## src/rtl/shift_pkg.sv

```systemverilog
// Shared definitions for the serial link: receiver state encoding, default
// word length and bit ordering used by both ends of the link.
package shift_pkg;

    // Receiver control states
    typedef enum logic [1:0] {
        IDLE  = 2'd0,
        SHIFT = 2'd1,
        HOLD  = 2'd2
    } state_t;

    // Word length shared with the right-shift transmitter
    localparam int DEFAULT_WIDTH = 4;

    // The transmitter shifts right, so the first bit on the wire is the LSB
    localparam bit LSB_FIRST = 1'b1;

    // Width of a counter able to hold the values 0..w inclusive
    function automatic int cnt_width(input int w);
        return $clog2(w + 1);
    endfunction

endpackage

```

## src/rtl/sipo_deserializer.sv

```systemverilog
// Serial-in, parallel-out receiver. Collects WIDTH bits after a start strobe,
// LSB first, and offers the assembled word on a valid/ready handshake.
// All outputs are registered.
module sipo_deserializer
    import shift_pkg::*;
#(
    parameter int WIDTH = DEFAULT_WIDTH
) (
    input  logic                         clk,
    input  logic                         reset,
    input  logic                         start,
    input  logic                         sin,
    input  logic                         sin_valid,
    output logic                         sin_ready,
    output logic [WIDTH-1:0]             out,
    output logic                         out_valid,
    input  logic                         out_ready,
    output logic                         busy,
    output logic [cnt_width(WIDTH)-1:0]  bit_cnt,
    output logic                         restart_err
);

    localparam int CNT_W = cnt_width(WIDTH);

    state_t             state;
    logic [WIDTH-1:0]   shreg;
    logic [WIDTH-1:0]   shreg_next;
    logic               bit_take;
    logic               last_bit;

    // Next shift-register value with the incoming bit entering at the MSB end,
    // so the first bit received ends up in bit 0
    always_comb begin
        if (LSB_FIRST) begin
            shreg_next = {sin, shreg[WIDTH-1:1]};
        end else begin
            shreg_next = {shreg[WIDTH-2:0], sin};
        end
    end

    // A bit is taken only when the receiver is advertising ready; start has
    // priority over a coincident bit
    assign bit_take = sin_valid && sin_ready && !start;
    assign last_bit = (bit_cnt == CNT_W'(WIDTH - 1));

    // Control FSM, counter, shift register and registered outputs
    always_ff @(posedge clk) begin
        if (reset) begin
            state       <= IDLE;
            out         <= '0;
            out_valid   <= 1'b0;
            sin_ready   <= 1'b0;
            busy        <= 1'b0;
            bit_cnt     <= '0;
            restart_err <= 1'b0;
        end else begin
            restart_err <= 1'b0;
            case (state)
                IDLE: begin
                    if (start) begin
                        state     <= SHIFT;
                        shreg     <= '0;
                        bit_cnt   <= '0;
                        sin_ready <= 1'b1;
                        busy      <= 1'b1;
                    end
                end
                SHIFT: begin
                    if (start) begin
                        // Abandon the partial word; flag it only if bits were lost
                        shreg       <= '0;
                        bit_cnt     <= '0;
                        restart_err <= (bit_cnt != '0);
                    end else if (bit_take) begin
                        shreg   <= shreg_next;
                        bit_cnt <= bit_cnt + CNT_W'(1);
                        if (last_bit) begin
                            out       <= shreg_next;
                            out_valid <= 1'b1;
                            sin_ready <= 1'b0;
                            state     <= HOLD;
                        end
                    end
                end
                HOLD: begin
                    // Word is frozen here; start and serial input are ignored
                    if (out_ready) begin
                        out_valid <= 1'b0;
                        bit_cnt   <= '0;
                        busy      <= 1'b0;
                        state     <= IDLE;
                    end
                end
                default: begin
                    state     <= IDLE;
                    out_valid <= 1'b0;
                    sin_ready <= 1'b0;
                    busy      <= 1'b0;
                    bit_cnt   <= '0;
                end
            endcase
        end
    end

endmodule

```

## config.mk

```make
export PLATFORM = sky130hd
export DESIGN_NAME = sipo_deserializer
export DESIGN_NICKNAME = d
export VERILOG_FILES = /design/src/rtl/shift_pkg.sv /design/src/rtl/sipo_deserializer.sv
export SDC_FILE = /design/constraint.sdc
export NUM_CORES = 1
export LEC_CHECK = 0
export CORE_ASPECT_RATIO = 0.6
export CORE_MARGIN = 2
export CORE_UTILIZATION = 25
export CTS_CLUSTER_DIAMETER = 200
export CTS_CLUSTER_SIZE = 40
export DETAILED_ROUTE_END_ITERATION = 8
export GPL_TIMING_DRIVEN = 1
export PLACE_DENSITY = 0.46
export SETUP_SLACK_MARGIN = 0.3
export SYNTH_ARGS = -nofsm -noshare
export SYNTH_HDL_FRONTEND = slang
export SYNTH_SLANG_ARGS = --single-unit
```

## constraint.sdc

```tcl
create_clock -name clk -period 1.86 [get_ports clk]
set_input_delay 0.186 -clock clk [delete_from_list [all_inputs] [get_ports clk]]
set_output_delay 0.186 -clock clk [all_outputs]
set_load 0.02 [all_outputs]
```

# Yosys cells after proc, flatten, opt, wreduce, memory -nomap -nowiden

Cells that the tools add are included.

Add/sub/neg operators: 1
Equality and inequality tests: 9
Muxes and demuxes: 26
Bitwise operators: 5
Reduce and logical (&&, ||, !) cells: 14

Operators with widths:

| cell                                          | number |
|---|---|
| AND reduction 5 bit                           | 3 |
| two-way mux 3 bit                             | 4 |
| two-way mux 4 bit                             | 3 |
| two-way mux 2 bit                             | 5 |
| != test 2 bit, second input constant          | 5 |
| one-hot mux 1 bit (3 select lines)            | 3 |
| one-hot mux 3 bit (3 select lines)            | 1 |
| two-way mux 1 bit                             | 8 |
| one-hot mux 4 bit (2 select lines)            | 1 |
| AND reduction 4 bit                           | 2 |
| one-hot mux 2 bit (3 select lines)            | 1 |
| AND reduction 3 bit                           | 2 |
| inverter 1 bit                                | 5 |
| adder 3 x 1 -> 3 bit, second input constant   | 1 |
| == test 3 x 2 -> 1 bit, second input constant | 1 |
| != test 3 bit, second input constant          | 1 |
| nonzero test 3 bit                            | 1 |
| OR reduction 3 bit                            | 1 |
| == test 2 x 1 -> 1 bit, second input constant | 1 |
| == test 2 bit, second input constant          | 1 |
| logical AND 1 bit                             | 2 |
| zero test 2 bit                               | 1 |
| nonzero test 2 bit                            | 1 |
| zero test 1 bit                               | 1 |

Register bits after elaboration: 17

# Longest topological paths before layout

Word-level depth: 5
Gate-level depth with buffers: 5

# Worst setup path after synthesis

No wires, ideal clock.

Path kind: flip-flop to flip-flop
Start: reg bit_cnt[0]
End: reg out[0]
Library setup time: 132 ps
Arrival time: 1,393 ps
Data required time: 1,728 ps
Path slack: 334 ps
Stages on the path, launching flop included: 6
Buffers on the path: 0
Cell sequence: dfxtp_1 -> ha_1 -> ha_1 -> or3b_4 -> o21ai_1 -> a21oi_1

Word-level cells in the longest chain between the ends: 2

Ends and longest elaborated chain:

| item                          | line                    | RTL |
|---|---|---|
| start: declaration            | sipo_deserializer.sv:19 | `output logic [cnt_width(WIDTH)-1:0] bit_cnt,` |
| start signal: assignment      | sipo_deserializer.sv:76 | `bit_cnt <= bit_cnt + CNT_W'(1);` |
| == test 3 x 2 -> 1 bit        | sipo_deserializer.sv:44 | `assign last_bit = (bit_cnt == CNT_W'(WIDTH - 1));` |
| AND reduction 4 bit (no line) | -                       |  |
| end signal: assignment        | sipo_deserializer.sv:78 | `out <= shreg_next;` |
| end: declaration              | sipo_deserializer.sv:15 | `output logic [WIDTH-1:0] out,` |

Every way passes these cells.
A chain may end at the register's enable or synchronous reset.

# Worst setup path in the final report

Ends and elaborated chain as after synthesis.

==> summary.md <==
| Metric | Value |
|---|---|
| Avg Inst Size Synth | 9.41 µm² |
| Most common cell after layout, fill and taps aside | clkdlybuf4s50_1 |
| Clock Pin Slew Worst Setup and Hold Paths | 70 ps |
| Die height | 47.8 µm |
| RSZ-0062 raised after global routing | no |
| CP max stage cell | or3b_4 |
| Setup ws final | 413 ps |
| CP required | 1990 ps |
| Congestion Overflow GR | 0 |
| Tmin final | 1450 ps |
| Worst skew pair latency | 250 ps |
| Number of enable flip-flop cells after synthesis | 3 |
| Net Count, Synth | 94 |
| Placed cells | 141 |
| Slew margin rel. | 0.687 |
| Proportion of power drawn by combinational gates | 0.109 |
| Mux share of post-synthesis cell area | 0.0501 |
| R2R depth | 5 |
| Worst-case clock buffer depth | 2 |
| Sequential element share of the synthesized area | 0.438 |
| Top Ports | 17 |
| Share of cells above drive strength 1 | 0.117 |
| CP Launch Type | flop |
| CTS tree | done |
| Ys Warns | 0 |
| Final total power | 0.720 mW |
| Status | completed |
| Htree depth | 1 |
| Sw power | 0.174 mW |
| Critical Path Fanout Max | 5 |
| Die Wd | 77.0 µm |
| Initial antenna violation count | 0 |
| Core Region | 2970 µm² |
| Crit path arrival time | 1580 ps |
| Via Count | 637 |
| Setup TNS Final | 0 ps |
| Synth Area in Simple Gates | 0.264 |
| Post-synth cell types | 30 |
| Final Hold Viols | 0 |
| Clock Skew | 7.40 ps |
| Synth Area in Adders | 0.0469 |
| Pre-CTS WS | 140 ps |
| First-pass GRT wire length | 2810 µm |
| Fin cells | 145 |
| Nets | 113 |
| Max-slew violations | 0 |
| Drt total wl | 1760 µm |
| WL/cell | 12.1 µm |
| Most used DFF post-synth | dfxtp_1 |
| Largest family of logic cells by synthesized area | simple AND/OR/NAND/NOR gates |
| DRT iter0 DRCs | 18 |
| Min-Delay Path Class | flop to flop |
| R2r startpoint | bit_cnt[0]$_SDFFE_PP0P_ |
| Reg2reg end | out[0]$_SDFFE_PP0P_ |
| I/O Buffers | 16 |
| Most frequent cells in the layout | clkdlybuf4s50_1, dfxtp_1, a21oi_1 |
| Initial Utilization | 0.270 |
| MaxCap Viol Count | 0 |
| Hold_buf cts | 0 |
| Reg power frac | 0.516 |
| Syn Inst Count | 85 |
| DRC Markers | 0 |
| Setup crit start | bit_cnt[0]$_SDFFE_PP0P_ |
| Via density | 4.39 |
| Layout area overhead | 31.1% |
| FP Rows | 15 |
| Reg2Reg Setup Slack | 410 ps |
| Synth Area in Compound Gates | 0.138 |
| PwrDens | 687 nW/µm² |
| Largest net degree at the start of global routing | 17 |
| Critical Path Sink Type | flop |
| # setup viols final | 0 |
| Buffer count from post-CTS setup fixing | 0 |
| Sw Share | 0.242 |
| Synthesized flop and latch total | 16 |
| Total CTS buffers | 3 |
| GR Util All Layers | 0.105 |
| Leakage Power | 0.369 nW |
| Mapped cell area | 800 µm² |
| F_max | 691 MHz |
| Clk sinks | 16 |
| WS Path Type | flop to flop |
| N_diodes | 0 |
| Clock Power Share | 0.374 |
| XOR/XNOR Fraction of Synth Area | 0 |
| CP Capture Point | out[0]$_SDFFE_PP0P_ |
| Root buffer cell | clkbuf_8 |
| Synth async-reset ratio | 0 |
| GPL Wtd Cong | 0.751 |
| Slew @ Worst Pin | 470 ps |
| Internal power | 0.546 mW |
| Worst vdd rail ir drop | 0.000252 V |
| Util after Layout | 0.354 |
| Crit path largest cell delay | 410 ps |
| CP cell instances | ha_1, ha_2, or3b_4, o21ai_1, a21oi_1 |
| Vias in the first global route | 579 |
| Drt pass-1 iters | 3 |
| Tcrit/Tclk final | 0.778 |
| Post-route ant nets | 0 |
| Die area | 3680 µm² |
| Post-DP HPWL | 1300 µm |
[cell type report]
type                    count  area (µm²)
inverters                   5        18.8
clock inverters             1        3.75
fillers                   323        1920
well taps                  42        52.6
multi-input cells          60         402
repair buffers             18         178
flip-flops and latches     16         353
clock buffers               3        41.3
[metrics by stage]
step	area (µm²)	hold WS [ps]
5_1_grt	1050	499
4_1_cts	1040	486
6_report	1050	482
2_1_floorplan	800	334
3_3_place_gp	996	467
3_5_place_dp	996	474
[worst max-delay path, delay by kind of cell, from the launching register on]
kind	cells	cell delay, ps
AOI/OAI and AO/OA	2	200
adders and majority gates	2	350
DFF	1	370
and+or+nand+nor	1	410
[state kept, by name, summed over array words and instances, names as in the netlist]
| name | count |
|---|---|
| busy | 1 |
| shreg | 3 |
| out_valid | 1 |
| bit_cnt | 3 |
| restart_err | 1 |
| out | 4 |
| state | 2 |
| sin_ready | 1 |
[layer usage]
| layer | GRT usage | vias up | part of all wire |
|---|---|---|---|
| li1 | - | 335 | - |
| met5 | 0 | - | 0 |
| met2 | 0.158 | 14 | 0.40 |
| met4 | 0.0357 | 0 | 0.0046 |
| met3 | 0.0585 | 2 | 0.063 |
| met1 | 0.129 | 286 | 0.53 |
[worst min path at each step]
stage	start	endpoint	cells past startpoint
global route	busy$_SDFFE_PP0P_	busy$_SDFFE_PP0P_	2
floorplan	sin	out[3]$_SDFFE_PP0P_	2
global placement	busy$_SDFFE_PP0P_	busy$_SDFFE_PP0P_	2
CTS	busy$_SDFFE_PP0P_	busy$_SDFFE_PP0P_	2
finish	busy$_SDFFE_PP0P_	busy$_SDFFE_PP0P_	2
detailed placement	busy$_SDFFE_PP0P_	busy$_SDFFE_PP0P_	2
[power groups by stage]
stage	sequential (mW)	clock [mW]	combinational, mW
after floorplan	0.383	0	0.0409
after global placement	0.379	0	0.0792
after detailed placement	0.379	0	0.0800
after CTS	0.371	0.281	0.0802
after global routing	0.373	0.296	0.0868
final	0.372	0.270	0.0788
[cells by family after synthesis]
group                    Yosys count
AO/OA/AOI/OAI                     20
multiplexers                       4
adder cells (fa/ha/maj)            3
AND/OR/NAND/NOR                   33
buffers and inverters              9
flip-flops                        16
[synthesized netlist by cell type, types with 3 or more instances]
cell type	count	area share
dfxtp_1	13	0.33
a21oi_1	9	0.056
nand3_1	8	0.050
inv_1	5	0.023
mux2i_1	4	0.050
nor2_1	4	0.019
o21ai_1	4	0.025
and2_1	3	0.023
edfxtp_1	3	0.11
ha_1	3	0.047
nand2_1	3	0.014
o21ai_0	3	0.019
[timing repair]
| item | 4_1_cts | 5_1_grt |
|---|---|---|
| gates resized for setup | 0 | 4 |
| endpoints found under the setup margin | 0 | 5 |
| hold endpoints to repair | 0 | 0 |
No activity file was read; power rests on OpenSTA's default activity.
==> patch 1, RTL diff (same settings) <==
Put one more register stage on the output `bit_cnt`. The value now appears one clock later. The other outputs are not delayed to match.
--- a/src/rtl/sipo_deserializer.sv
+++ b/src/rtl/sipo_deserializer.sv
@@ -23,4 +23,6 @@
     localparam int CNT_W = cnt_width(WIDTH);
 
+    logic [cnt_width(WIDTH)-1:0] bit_cnt_s0;
+
     state_t             state;
     logic [WIDTH-1:0]   shreg;
@@ -42,5 +44,5 @@
     // priority over a coincident bit
     assign bit_take = sin_valid && sin_ready && !start;
-    assign last_bit = (bit_cnt == CNT_W'(WIDTH - 1));
+    assign last_bit = (bit_cnt_s0 == CNT_W'(WIDTH - 1));
 
     // Control FSM, counter, shift register and registered outputs
@@ -52,5 +54,5 @@
             sin_ready   <= 1'b0;
             busy        <= 1'b0;
-            bit_cnt     <= '0;
+            bit_cnt_s0  <= '0;
             restart_err <= 1'b0;
         end else begin
@@ -61,5 +63,5 @@
                         state     <= SHIFT;
                         shreg     <= '0;
-                        bit_cnt   <= '0;
+                        bit_cnt_s0 <= '0;
                         sin_ready <= 1'b1;
                         busy      <= 1'b1;
@@ -70,9 +72,9 @@
                         // Abandon the partial word; flag it only if bits were lost
                         shreg       <= '0;
-                        bit_cnt     <= '0;
-                        restart_err <= (bit_cnt != '0);
+                        bit_cnt_s0  <= '0;
+                        restart_err <= (bit_cnt_s0 != '0);
                     end else if (bit_take) begin
                         shreg   <= shreg_next;
-                        bit_cnt <= bit_cnt + CNT_W'(1);
+                        bit_cnt_s0 <= bit_cnt_s0 + CNT_W'(1);
                         if (last_bit) begin
                             out       <= shreg_next;
@@ -87,5 +89,5 @@
                     if (out_ready) begin
                         out_valid <= 1'b0;
-                        bit_cnt   <= '0;
+                        bit_cnt_s0 <= '0;
                         busy      <= 1'b0;
                         state     <= IDLE;
@@ -97,5 +99,5 @@
                     sin_ready <= 1'b0;
                     busy      <= 1'b0;
-                    bit_cnt   <= '0;
+                    bit_cnt_s0 <= '0;
                 end
             endcase
@@ -103,4 +105,8 @@
     end
 
+    always_ff @(posedge clk) begin
+        bit_cnt <= bit_cnt_s0;
+    end
+
 endmodule
 
Function: changed (a bounded check fails within 4 cycles, from zero or initial values and one cycle with reset high).
==> patch 1 against the unedited design <==
Worst setup slack lost 6.9 ps; register-to-register slack better by 50 ps; design area decreased by 0.72%; synthesized cell count fell by 7.1%; synthesized area rose by 0.47%; total power up 9.5%; worst hold slack got worse by 100 ps; core utilization shrank 0.25 points; die area grew 0.44%; first-iteration DRC count is 50% lower; sequential cell count rose by 3; final cell count fell by 5.5%; count of clock-buffer cells in the layout increased by 1; largest power group unchanged; wire length down 13%.
==> patch 1: results (changes against the unedited design) <==
\begin{tabular}{lr}
\hline
Metric & Value \\
\hline
\multicolumn{2}{l}{\textbf{Timing}} \\
Slew at the pin with the worst max-slew slack & 394 ps (-75.8 ps) \\
Final critical path time including I/O delays and setup & 1450 ps (+6.94 ps) \\
Worst Clk Skew & 2.48 ps (-4.92 ps) \\
\multicolumn{2}{l}{\textbf{Synthesis}} \\
Netlist cell types & 27 (-10\%) \\
Post-synthesis sequential area ratio & 51.1\% (+7.3 points) \\
Top area cells in the synthesized netlist & dfxtp\_1 40\%, edfxtp\_1 11\%, nand2b\_1 7.0\%, mux2i\_1 5.0\%, ha\_1 4.7\% \\
Number of nets in the synthesized netlist & 88 (-6.4\%) \\
Most common library cells after synthesis & 16 x dfxtp\_1, 9 x nand2b\_1, 5 x nand2\_1, 5 x nor2\_1 \\
Number of instances in the synthesized netlist & 79 (-7.1\%) \\
Yosys warnings & 0 (unchanged) \\
\multicolumn{2}{l}{\textbf{Worst setup path}} \\
Register-to-register setup slack & 460 ps (+50 ps) \\
Worst path slowest cell & clkdlybuf4s50\_1 \\
Classification of the worst setup path & register to output pin \\
CP peak stage delay & 630 ps (+220 ps) \\
CP delay by family, top & buffers and inverters \\
Endpoint of the most critical setup path & sin\_ready \\
Depth of the worst register-to-register path & 3 (-2) \\
Arrival time of data at the critical path endpoint & 1270 ps (-310 ps) \\
Reg2Reg Launch Point & sin\_ready \\
Reg-to-Reg End & shreg[3] \\
\multicolumn{2}{l}{\textbf{Pwr}} \\
Reported leakage power & 0.386 nW (+4.6\%) \\
Worst VDD drop & 0.000376 V (+49\%) \\
\multicolumn{2}{l}{\textbf{Drt}} \\
WL/cell & 11.1 um (-8.2\%) \\
Number of DRC markers in iteration 0 & 9 (-9) \\
Iteration count of the initial detailed-routing pass & 4 (+1) \\
Detailed-route via count & 591 (-7.2\%) \\
Detailed-route vias per instance & 4.31 (-1.8\%) \\
\multicolumn{2}{l}{\textbf{Placement}} \\
Input/output buffers & 16 (unchanged) \\
Final Wtd Congestion & 0.815 (+8.5\%) \\
DPL Wire Length & 1.16 mm (-11\%) \\
Setup slack at placement & 168 ps (+28.4 ps) \\
Number of instances in the placed design & 133 (-5.7\%) \\
\multicolumn{2}{l}{\textbf{Global routing}} \\
First-pass GRT wire length & 2.61 mm (-7.1\%) \\
Overall Global Routing Usage & 9.86\% (-0.61 points) \\
Pin count of the biggest net entering global routing & 12 (-5) \\
Number of global-route vias before repair & 556 (-4.0\%) \\
\multicolumn{2}{l}{\textbf{Cells and area}} \\
Final net count & 105 (-7.1\%) \\
Antenna diode count & 0 (unchanged) \\
Layout cell share with drive strength beyond 1 & 7.37\% (-4.3 points) \\
\multicolumn{2}{l}{\textbf{Run status}} \\
Run status & completed \\
\multicolumn{2}{l}{\textbf{Clocking}} \\
Number of buffers created by CTS & 3 (unchanged) \\
\hline
\end{tabular}
## patch 1: cell count changes in the layout (fill, tap and decap cells not counted), moves of 4 or more
cell | before | now
o21ai_1 | 4 | 0
a21oi_1 | 9 | 3
nand2b_1 | 2 | 9
nand3_1 | 8 | 3
dfxtp_1 | 11 | 16
## patch 1: logic make-up after synthesis
kind of cell               share of synthesized area [%]
muxes                                               4.98
DFF                                                 51.1
adders and majority gates                           4.67
and+or+nand+nor                                     20.6
buffers and inverters                               6.23
AOI/OAI and AO/OA                                   12.5
## patch 1: layer usage
layer	part of all wire [%]	vias up	global-route usage (%)
met1	57	268	13.3
met2	37	15	13.2
met4	0.92	0	5.36
met5	0	-	0
li1	-	306	-
met3	5.3	2	4.34
## patch 1: power breakdown
group          switching (mW)  internal (mW)  total, mW  leakage [nW]
Clock                   0.126          0.152      0.278        0.0228
Sequential            0.00712          0.428      0.435         0.159
Combinational          0.0379         0.0371     0.0750         0.205
Total                   0.171          0.617      0.788         0.386
## patch 1: how the worst min path moves through the flow
stage	slack [ps]	endpoint	cells after the start	start
4_1_cts	380	bit_cnt[2]	0	bit_cnt_s0[2]
3_3_place_gp	370	bit_cnt[2]	0	bit_cnt_s0[2]
6_report	380	bit_cnt[2]	0	bit_cnt_s0[2]
2_1_floorplan	330	restart_err	2	start
3_5_place_dp	360	bit_cnt[2]	0	bit_cnt_s0[2]
5_1_grt	390	bit_cnt[2]	0	bit_cnt_s0[2]
## patch 1: cell type report
class / instances / area [um^2]
inverter: 4 / 15.0
timing repair buffer: 18 / 175
tap: 42 / 52.6
clock buffer: 4 / 45.0
fill: 326 / 1920
multi-input combinational: 50 / 343
sequential: 19 / 410
==> patch 2, RTL diff (config.mk and constraints unchanged) <==
Without the edit above. Change the package constant `DEFAULT_WIDTH` from 4 to 3.
--- a/src/rtl/shift_pkg.sv
+++ b/src/rtl/shift_pkg.sv
@@ -11,5 +11,5 @@
 
     // Word length shared with the right-shift transmitter
-    localparam int DEFAULT_WIDTH = 4;
+    localparam int DEFAULT_WIDTH = 3;
 
     // The transmitter shifts right, so the first bit on the wire is the LSB
Interface: changed (resized bit_cnt and out); port bits go from 17 to 15. The function was not compared with the original's and may differ.
==> patch 2 against the unedited design <==
Total power shrank 14%; sequential cell count shrank 3; clock skew shrank 6.9 ps; worst setup slack lost 40 ps; design area shrank 22%; wire length shrank 30%; synthesized area shrank 25%; clock power shrank 6%; via count shrank 22%; worst hold slack lost 31 ps.
==> patch 2: results (changes against the unedited design) <==
\begin{tabular}{lr}
\hline
Metric & Value \\
\hline
\multicolumn{2}{l}{\textbf{Drt}} \\
Met3 WL & 87 um (-21\%) \\
Iteration count of the initial detailed-routing pass & 4 (+1) \\
Wire length after detailed routing & 1.24 mm (-30\%) \\
Met2 WL & 477 um (-32\%) \\
\multicolumn{2}{l}{\textbf{Global routing}} \\
First-pass GRT wire length & 2.12 mm (-25\%) \\
Number of global-route vias before repair & 451 (-22\%) \\
Pin count of the biggest net entering global routing & 12 (-5) \\
Overall Global Routing Usage & 10.4\% (-0.061 points) \\
\multicolumn{2}{l}{\textbf{Worst setup path}} \\
Worst path slowest cell & clkdlybuf4s50\_1 \\
Reg-to-Reg End & bit\_cnt[0] \\
CP peak stage delay & 640 ps (+230 ps) \\
Depth of the worst register-to-register path & 3 (-2) \\
Critical path peak fanout & 6 (+1) \\
Origin of the worst setup path & sin\_ready \\
\multicolumn{2}{l}{\textbf{Synthesis}} \\
Top area cells in the synthesized netlist & dfxtp\_1 37\%, edfxtp\_1 10\%, a21oi\_1 7.5\%, o21ai\_0 5.0\%, ha\_1 4.1\% \\
Most common library cells after synthesis & 11 x dfxtp\_1, 9 x a21oi\_1, 6 x o21ai\_0 \\
Number of nets in the synthesized netlist & 75 (-20\%) \\
Post-synthesis sequential area ratio & 46.5\% (+2.7 points) \\
Mean Syn Cell Area & 9.00 um\^{}2 (-4.3\%) \\
Netlist cell types & 25 (-17\%) \\
Count of flip-flops with a built-in enable after synthesis & 2 (-1) \\
\multicolumn{2}{l}{\textbf{Pwr}} \\
Switching power total & 0.139 mW (-20\%) \\
Reported combinational group power & 0.0650 mW (-18\%) \\
Worst VDD drop & 0.000246 V (-2.3\%) \\
Reported leakage power & 0.289 nW (-22\%) \\
\multicolumn{2}{l}{\textbf{Clocking}} \\
Clock transition time at the flip-flop clock pins of the worst setup and hold paths & 50 ps (-20 ps) \\
\multicolumn{2}{l}{\textbf{Timing}} \\
Worst slack on hold paths & 451 ps (-30.7 ps) \\
Worst Clk Skew & 0.543 ps (-6.86 ps) \\
Worst slew margin relative to its limit & 79.0\% (+10 points) \\
\multicolumn{2}{l}{\textbf{Cells and area}} \\
Number of flip-flops under the largest register name & 3 (-1) \\
Layout cell share with drive strength beyond 1 & 14.3\% (+2.6 points) \\
Final net count & 93 (-18\%) \\
Non-Filler Instances & 114 (-21\%) \\
\multicolumn{2}{l}{\textbf{Run status}} \\
Run status & completed \\
\multicolumn{2}{l}{\textbf{Placement}} \\
Placed standard-cell area & 769 um\^{}2 (-23\%) \\
\multicolumn{2}{l}{\textbf{Worst hold path}} \\
Worst Hold Endpoint & out\_valid \\
\hline
\end{tabular}
patch 2: changes by cell type in the layout (fill, tap and decap cells not counted), moves of 2 or more:
| cell | before | now |
|---|---|---|
| dfxtp_2 | 2 | 0 |
| o21bai_1 | 0 | 2 |
| nand3_1 | 8 | 0 |
| or3_1 | 0 | 3 |
| and2b_1 | 2 | 0 |
| and2b_2 | 0 | 2 |
| and2_1 | 3 | 0 |
| o21ai_1 | 4 | 0 |
| mux2i_1 | 4 | 0 |
| nand2b_1 | 2 | 0 |
| or2b_1 | 2 | 0 |
| o21ai_0 | 3 | 6 |
patch 2: per-layer routing:
| layer | global-route usage (%) | vias up |
|---|---|---|
| met5 | 0 | - |
| met4 | 3.67 | 0 |
| met3 | 5.91 | 0 |
| met2 | 13.3 | 12 |
| met1 | 14.3 | 217 |
| li1 | - | 265 |
patch 2: kinds of logic (layout without fill, tap and decap cells):
family | count (synthesis) | count (layout) | synth area share (%)
buf+inv | 9 | 26 | 8.71
compound gates | 19 | 19 | 17.4
fa+ha+maj | 2 | 2 | 4.15
simple gates | 24 | 24 | 23.2
flops | 13 | 13 | 46.5
patch 2: repair_timing:
item,4_1_cts,5_1_grt
pin swaps,0,0
resized for setup,1,1
hold endpoints to repair,0,0
endpoints found under the setup margin,1,2
patch 2: layout make-up:
class	instances	area, um^2
clock buffer	4	45.0
fill	227	1410
timing repair buffer	17	163
sequential	13	280
tap	30	37.5
multi-input combinational	45	278
inverter	5	18.8
patch 2: worst max-delay path by stage:
stage               slack (ps)    endpoint  depth (start not counted)
CTS                        370   sin_ready                          1
detailed placement         110  bit_cnt[0]                          4
global placement           120  bit_cnt[0]                          4
finish                     370   sin_ready                          1
floorplan                  460      out[0]                          5
global route               300  bit_cnt[0]                          3
